==> config.mk <==
export PLATFORM = sky130hd
export DESIGN_NAME = qa_shim_buffer_afu_nch
export DESIGN_NICKNAME = d
export VERILOG_FILES = /design/src/rtl/qa_shim_buffer_afu_nch.sv
export SDC_FILE = /design/constraint.sdc
export NUM_CORES = 1
export LEC_CHECK = 0
export ABC_AREA = 1
export BUFFER_PORTS_ARGS = -buffer_cell sky130_fd_sc_hd__buf_2
export CELL_PAD_IN_SITES_DETAIL_PLACEMENT = 1
export CELL_PAD_IN_SITES_GLOBAL_PLACEMENT = 2
export CORE_ASPECT_RATIO = 1.4
export CORE_MARGIN = 2
export CORE_UTILIZATION = 45
export CTS_CLUSTER_DIAMETER = 60
export CTS_CLUSTER_SIZE = 30
export DETAILED_ROUTE_END_ITERATION = 8
export PLACE_DENSITY = 0.85
export SYNTH_ARGS = -nofsm -noshare
export SYNTH_HDL_FRONTEND = slang
export SYNTH_SLANG_ARGS = --single-unit
==> constraint.sdc <==
create_clock -name clk -period 13.4 [get_ports clk]
set_clock_uncertainty 0.2 [all_clocks]
set_input_delay 3.35 -clock clk [delete_from_list [all_inputs] [get_ports clk]]
set_output_delay 3.35 -clock clk [all_outputs]
set_load 0.02 [all_outputs]
==> src/rtl/qa_shim_buffer_afu_nch.sv <==
// Per-channel request FIFOs between an AFU and its Tx interface, with optional same-cycle bypass.
// Define QA_SHIM_BUFFER_ERR_CHECK_EN to build the sticky overflow/underflow detectors.
module qa_shim_buffer_afu_nch #(
  parameter int N_CHANNELS = 2,
  parameter int DATA_WIDTH = 61,
  parameter int N_ENTRIES = 6,
  parameter int THRESHOLD = 4,
  parameter logic [N_CHANNELS-1:0] BYPASS_MASK = '0,
  localparam int CW = $clog2(N_ENTRIES + 1)
) (
  input  logic                             clk,
  input  logic                             resetb,
  input  logic [N_CHANNELS-1:0]            raw_valid,
  input  logic [N_CHANNELS*DATA_WIDTH-1:0] raw_data,
  output logic [N_CHANNELS-1:0]            raw_almFull,
  output logic [N_CHANNELS-1:0]            buf_valid,
  output logic [N_CHANNELS*DATA_WIDTH-1:0] buf_data,
  input  logic [N_CHANNELS-1:0]            deq,
  output logic [N_CHANNELS*CW-1:0]         occupancy,
  output logic [N_CHANNELS-1:0]            err_overflow,
  output logic [N_CHANNELS-1:0]            err_underflow
);

  localparam int PW = $clog2(N_ENTRIES);
  localparam logic [CW-1:0] DEPTH = CW'(N_ENTRIES);
  localparam logic [CW-1:0] ALM_LEVEL = CW'(N_ENTRIES - THRESHOLD);
  localparam logic [PW-1:0] LAST_SLOT = PW'(N_ENTRIES - 1);

  for (genvar gi = 0; gi < N_CHANNELS; gi++) begin : g_ch
    logic [DATA_WIDTH-1:0] mem [N_ENTRIES];
    logic [PW-1:0]         wr_ptr_reg, rd_ptr_reg;
    logic [CW-1:0]         count_reg, count_next;
    logic                  alm_reg;
    logic [DATA_WIDTH-1:0] in_data;
    logic                  fifo_empty, fifo_full, head_from_raw;
    logic                  head_valid, pop, enq;

    assign in_data    = raw_data[gi*DATA_WIDTH +: DATA_WIDTH];
    assign fifo_empty = (count_reg == '0);
    assign fifo_full  = (count_reg == DEPTH);

    if (BYPASS_MASK[gi]) begin : g_bypass
      assign head_from_raw = fifo_empty;
    end else begin : g_no_bypass
      assign head_from_raw = 1'b0;
    end

    // A bypassed request taken in the same cycle never touches the FIFO.
    always_comb begin
      head_valid = head_from_raw ? raw_valid[gi] : !fifo_empty;
      pop        = deq[gi] && head_valid && !head_from_raw;
      enq        = raw_valid[gi] && !(head_from_raw && deq[gi]) && (!fifo_full || pop);
      count_next = count_reg;
      if (enq && !pop)
        count_next = count_reg + 1'b1;
      else if (pop && !enq)
        count_next = count_reg - 1'b1;
    end

    always_ff @(posedge clk or negedge resetb) begin
      if (!resetb) begin
        wr_ptr_reg <= '0;
        rd_ptr_reg <= '0;
        count_reg  <= '0;
        alm_reg    <= 1'b1;
      end else begin
        if (enq)
          wr_ptr_reg <= (wr_ptr_reg == LAST_SLOT) ? '0 : wr_ptr_reg + 1'b1;
        if (pop)
          rd_ptr_reg <= (rd_ptr_reg == LAST_SLOT) ? '0 : rd_ptr_reg + 1'b1;
        count_reg <= count_next;
        alm_reg   <= (count_next >= ALM_LEVEL);
      end
    end

    // Storage has no reset: contents are meaningless while the count says empty.
    always_ff @(posedge clk) begin
      if (enq)
        mem[wr_ptr_reg] <= in_data;
    end

    assign buf_valid[gi]                           = head_valid;
    assign buf_data[gi*DATA_WIDTH +: DATA_WIDTH]   = head_from_raw ? in_data : mem[rd_ptr_reg];
    assign occupancy[gi*CW +: CW]                  = count_reg;
    assign raw_almFull[gi]                         = alm_reg;

`ifdef QA_SHIM_BUFFER_ERR_CHECK_EN
    logic ovf_reg, unf_reg;

    always_ff @(posedge clk or negedge resetb) begin
      if (!resetb) begin
        ovf_reg <= 1'b0;
        unf_reg <= 1'b0;
      end else begin
        if (raw_valid[gi] && fifo_full && !pop)
          ovf_reg <= 1'b1;
        if (deq[gi] && !head_valid)
          unf_reg <= 1'b1;
      end
    end

    assign err_overflow[gi]  = ovf_reg;
    assign err_underflow[gi] = unf_reg;
`else
    assign err_overflow[gi]  = 1'b0;
    assign err_underflow[gi] = 1'b0;
`endif
  end

endmodule

==> flow_summary.json, run 1 <==
{
  "vias_per_cell": 5.57,
  "grt_overflow": 0,
  "synth_top_cell_area_share": 0.747,
  "routedWlPerCell_um": 22.6,
  "layout-drive-gt1-share": 0.162,
  "postCtsSetupRepairBufs": 0,
  "regMostFlops": "g_ch.mem",
  "p_leak_nw": 11.7,
  "cts_buffer_depth": 3,
  "worst-setup-path-type": "flop to primary output",
  "holdBufCountCts": 0,
  "grt_max_degree": 113,
  "p_per_area_nw_per_um2": 228,
  "fmax_mhz": 136,
  "max_slew_margin": 0.222,
  "total_power_mw": 7.48,
  "worstMarginPinSlew_ps": 1170,
  "path_cells": "inv_6, buf_4, nand2_1, a21oi_1, o21ai_1, o21ai_0, buf_2",
  "grt_pass1_wl_um": 114000,
  "largest_register_ffs": 732,
  "yosysSeqAreaShare": 0.764,
  "rows": 110,
  "ant_nets": 0,
  "ctsResizeCount": 0,
  "finalHoldViolations": 0,
  "dr.pass1.iters": 5,
  "min_path_type": "flop to flop",
  "die_x_um": 220,
  "syn_avg_cell_area_um2": 13.2,
  "final_cell_mix": "edfxtp_1 (732), nand2_1 (511), buf_2 (259)",
  "end_kind": "primary output",
  "wl_um": 74700,
  "drc": 0,
  "path_clk_slew_ps": 90,
  "chipHeight_um": 307,
  "multi_input_area_um2": 6010,
  "cp.required_ps": 9850,
  "fin_hold_ws_ps": 333,
  "ir_drop_mv": 0.222,
  "run_status": "complete, no violations",
  "slew_viol_final": 0,
  "setup_tns_ps": 0,
  "finalNonFillerCells": 3309,
  "setup_viol": 0,
  "final_common_cell": "edfxtp_1",
  "hpwl_um": 42700,
  "crit_slowest_cell": "buf_4",
  "post-place-ws_ps": 6670,
  "worstPathArrival_ps": 3800,
  "seq_area_um2": 22500,
  "ys_ff_latch": 752,
  "core-area_um2": 64500,
  "fin_crit_ps": 7350,
  "root_buffer": "clkbuf_16",
  "synth.distinct_cells": 32,
  "synth_area_leaders": "edfxtp_1 (75%), nand2_1 (6.5%), o21ai_0 (3.2%)",
  "cts_made_buffers": 42,
  "timing.final.crit_share": 0.548,
  "start_util": 0.456,
  "clkLatencyLatePin_ps": 600,
  "max_stage_delay_ps": 870,
  "vias": 18400,
  "fin_ws_ps": 6050,
  "rsz0062_at_grt": "false",
  "globalplace.congestion": 0.758,
  "dp_cells": 3226,
  "drt_iter0_drc": 1245,
  "synthCells": 2235,
  "nFillCells": 6541,
  "cts_tree": "yes",
  "io_buffers": 259,
  "cts.sinks": 752,
  "grt_pass1_vias": 19900,
  "io_pins": 264,
  "path_max_fanout": 95,
  "start_kind": "flop",
  "synth_area_um2": 29400,
  "synth_top_cell_by_area": "edfxtp_1",
  "track_usage": 0.222,
  "antenna_found_initial": 22,
  "nNetsFinal": 2566,
  "maxCapViolations": 0,
  "area_growth_pct": 11.5,
  "synth_warnings": 0,
  "dieArea_um2": 67500,
  "cts.htree.levels": 2
}
==> layer usage <==
| metal | GRT usage | vias to the layer above | wire (µm) |
|---|---|---|---|
| met1 | 0.262 | 9453 | 29500 |
| met5 | 0 | - | 207 |
| met2 | 0.401 | 410 | 39100 |
| li1 | - | 8402 | - |
| met3 | 0.0500 | 134 | 4250 |
| met4 | 0.0623 | 32 | 1630 |
==> power by group <==
group / switching [mW] / internal (mW)
Combinational: 2.00 / 0.705
Sequential: 0.227 / 2.99
Clock: 0.862 / 0.692
==> final timing paths <==
kind                                       start                     to  slack (ps)  cells past startpoint
setup / recovery           g_ch[0].rd_ptr_reg[0]           buf_data[42]        6050                      7
hold / removal              g_ch[1].count_reg[0]   g_ch[1].count_reg[0]         330                      1
setup reg to reg            g_ch[1].count_reg[0]     g_ch[1].mem[3][47]       10310                      6
hold reg to reg             g_ch[1].count_reg[0]   g_ch[1].count_reg[0]         330                      1
max in group asynchronous                 resetb  g_ch[0].rd_ptr_reg[1]       10030                      1
min in group asynchronous                 resetb  g_ch[0].rd_ptr_reg[2]        2530                      1
==> metrics by stage <==
stage          utilization  cell area (µm²)
4_1_cts              0.508            32800
5_1_grt              0.508            32800
3_5_place_dp         0.484            31200
6_report             0.508            32800
3_3_place_gp         0.484            31200
2_1_floorplan            -            29400
==> layout make-up <==
class | instances | share of cell area
inverters | 29 | 0.00366
multi-input cells | 1315 | 0.183
well taps | 840 | 0.0320
flip-flops and latches | 752 | 0.686
repair buffers | 290 | 0.0466
clock buffers | 43 | 0.0328
clock inverters | 33 | 0.0151
diodes | 7 | 0.000534
==> cell families after synthesis <==
group,after synthesis,synth area share
simple gates,793,0.109
flops,752,0.764
compound gates,502,0.0864
buf+inv,171,0.0343
xor+xnor,8,0.00238
fa+ha+maj,8,0.00340
other cells,1,0.000127
==> synthesized netlist by cell type (all sizes together) <==
| library cell | n |
|---|---|
| nand3 | 134 |
| nor4 | 8 |
| dfstp | 2 |
| edfxtp | 732 |
| clkbuf | 46 |
| a21oi | 124 |
| o21a | 2 |
| dfrtp | 18 |
| xnor2 | 1 |
| nand4 | 3 |
| buf | 96 |
| conb | 1 |
| xor2 | 7 |
| o21ai | 371 |
| ha | 8 |
| inv | 29 |
| o22ai | 5 |
| nor2 | 134 |
| nand2 | 514 |
==> worst max-delay path: cells and delay by family (launching register included) <==
| kind | cells | cell delay [ps] |
|---|---|---|
| AOI/OAI and AO/OA | 3 | 430 |
| buffers and inverters | 3 | 1740 |
| DFF | 1 | 760 |
| and+or+nand+nor | 1 | 130 |
No activity file was read; power rests on OpenSTA's default activity.
==> run 2, diff against run 1 <==
--- a/config.mk
+++ b/config.mk
@@ -11,11 +11,11 @@
 export CELL_PAD_IN_SITES_GLOBAL_PLACEMENT = 2
 export CORE_ASPECT_RATIO = 1.4
 export CORE_MARGIN = 2
-export CORE_UTILIZATION = 45
+export CORE_UTILIZATION = 41
 export CTS_CLUSTER_DIAMETER = 60
 export CTS_CLUSTER_SIZE = 30
 export DETAILED_ROUTE_END_ITERATION = 8
-export PLACE_DENSITY = 0.85
+export PLACE_DENSITY = 0.78
 export SYNTH_ARGS = -nofsm -noshare
 export SYNTH_HDL_FRONTEND = slang
 export SYNTH_SLANG_ARGS = --single-unit
==> constraint.sdc (replaced) <==
create_clock -name clk -period 7.37 [get_ports clk]
set_clock_uncertainty 0.2 [all_clocks]
set_input_delay 1.8425 -clock clk [delete_from_list [all_inputs] [get_ports clk]]
set_output_delay 1.8425 -clock clk [all_outputs]
set_load 0.02 [all_outputs]
==> run 2 against run 1 <==
Compared with the run above: largest power group unchanged; critical path depth is the same; total power grew 83%; flip-flop and latch count is the same.
==> flow_summary.json, run 2 (same netlist as run 1, synthesis figures left out) <==
{
  "cts.sinks": 752,
  "finalHoldViolations": 0,
  "fin_crit_ps": 5430,
  "final_cell_mix": "edfxtp_1 (732), nand2_1 (511), buf_2 (259)",
  "worst-setup-path-type": "flop to primary output",
  "io_buffers": 259,
  "cpMostUsedCell": "o21ai_1",
  "hpwl_um": 41800,
  "dieArea_um2": 73900,
  "final_cell_area_um2": 33100,
  "r2r_start": "g_ch[0].count_reg[0]",
  "worstPathArrival_ps": 3390,
  "dp_cells": 3330,
  "io_pins": 264,
  "ir_drop_mv": 0.262,
  "nFillCells": 7327,
  "setup_viol": 0,
  "largest_register_ffs": 732,
  "holdCritStartpoint": "g_ch[1].count_reg[0]",
  "path_buf_inv": 3,
  "track_usage": 0.197,
  "layout-drive-gt1-share": 0.162,
  "rows": 116,
  "routedWlPerCell_um": 21.4,
  "path_max_fanout": 78,
  "grt_max_degree": 110,
  "r2r_slack_ps": 4110,
  "start_util": 0.413,
  "ctsResizeCount": 0,
  "vias": 18100,
  "postCtsSetupRepairBufs": 0,
  "drc": 0,
  "grt_pass1_vias": 19200,
  "chipHeight_um": 321,
  "p_per_area_nw_per_um2": 413,
  "start_kind": "flop",
  "core-area_um2": 71300,
  "cp.depth": 7,
  "maxCapViolations": 0,
  "rsz0062_at_grt": "false",
  "ant_nets": 0,
  "antenna_found_initial": 12,
  "area_growth_pct": 12.4,
  "hold_depth": 1,
  "crit_slowest_cell": "dfrtp_4",
  "min_path_type": "flop to flop",
  "clkLatencyLatePin_ps": 610,
  "die_x_um": 230,
  "slew_viol_final": 0,
  "drt_iter0_drc": 996,
  "vias_per_cell": 5.32,
  "r2r-end": "g_ch[0].mem[2][42]",
  "final_common_cell": "edfxtp_1",
  "path_delay_family": "buffers and inverters",
  "nNetsFinal": 2567,
  "cp.required_ps": 5330,
  "regMostFlops": "g_ch.mem",
  "path_cells": "inv_4, buf_4, nand2_1, a21oi_1, o21ai_1, o21ai_1, buf_2",
  "p_leak_nw": 11.7,
  "grt_pass1_wl_um": 112000,
  "cts_made_buffers": 43,
  "total_power_mw": 13.7,
  "root_buffer": "clkbuf_16",
  "dr.pass1.iters": 5,
  "finalNonFillerCells": 3414,
  "max_slew_margin": 0.243,
  "fmax_mhz": 184,
  "grt_overflow": 0,
  "wl_um": 73200,
  "max_stage_delay_ps": 730,
  "path_clk_slew_ps": 100,
  "worstMarginPinSlew_ps": 1140,
  "holdPathEnd": "g_ch[1].count_reg[0]",
  "place_area_um2": 31400,
  "cts_buffer_depth": 3,
  "timing.final.crit_share": 0.737,
  "end_kind": "primary output",
  "fin_util": 0.464,
  "run_status": "complete, no violations",
  "ff2ff_path_depth": 6,
  "cts_tree": "yes",
  "cts.htree.levels": 2,
  "holdBufCountCts": 0,
  "globalplace.congestion": 0.725
}
run 2: cell count changes in the layout (fill, tap and decap cells not counted), moves of 3 or more:
cell / previous run / this run
nor4_2: 8 / 4
clkinv_16: 3 / 0
buf_4: 31 / 28
bufinv_16: 2 / 6
clkbuf_1: 0 / 3
nor4_4: 0 / 4
buf_12: 0 / 3
clkinv_2: 2 / 6
run 2: power breakdown:
part	switching (mW)	internal [mW]	total, mW	leakage (nW)
logic	3.64	1.30	4.94	4.01
registers	0.360	5.43	5.79	6.89
clock network	1.50	1.41	2.92	0.784
run 2: cell type report:
| class | count | area [µm²] | area share |
|---|---|---|---|
| multi-input combinational | 1315 | 6050 | 0.183 |
| tap | 944 | 1180 | 0.0357 |
| inverter | 29 | 120 | 0.00363 |
| antenna | 6 | 15.0 | 0.000454 |
| clock inverter | 30 | 482 | 0.0146 |
| sequential | 752 | 22500 | 0.681 |
| timing repair buffer | 290 | 1570 | 0.0474 |
| clock buffer | 48 | 1140 | 0.0344 |
run 2: worst max-delay path by stage:
stage | start | to | slack, ps
after global routing | g_ch[0].rd_ptr_reg[0] | buf_data[55] | 1660
after global placement | g_ch[0].rd_ptr_reg[0] | buf_data[58] | 2560
final | g_ch[0].rd_ptr_reg[0] | buf_data[55] | 1940
after floorplan | deq[1] | g_ch[1].mem[0][0] | -1210
after detailed placement | g_ch[0].rd_ptr_reg[0] | buf_data[21] | 2520
after CTS | g_ch[0].rd_ptr_reg[0] | buf_data[55] | 1800
run 2: through the flow:
stage	TNS [ps]	setup slack [ps]	hold WS (ps)
floorplan	-295040	-1210	374
global placement	0	2560	302
detailed placement	0	2520	315
CTS	0	1800	333
global route	0	1660	356
finish	0	1940	329
run 2: per-layer routing:
metal  GRT usage  wire [µm]
met1       0.234      29300
met2       0.360      38300
met3      0.0402       3730
met4      0.0555       1660
met5           0        115
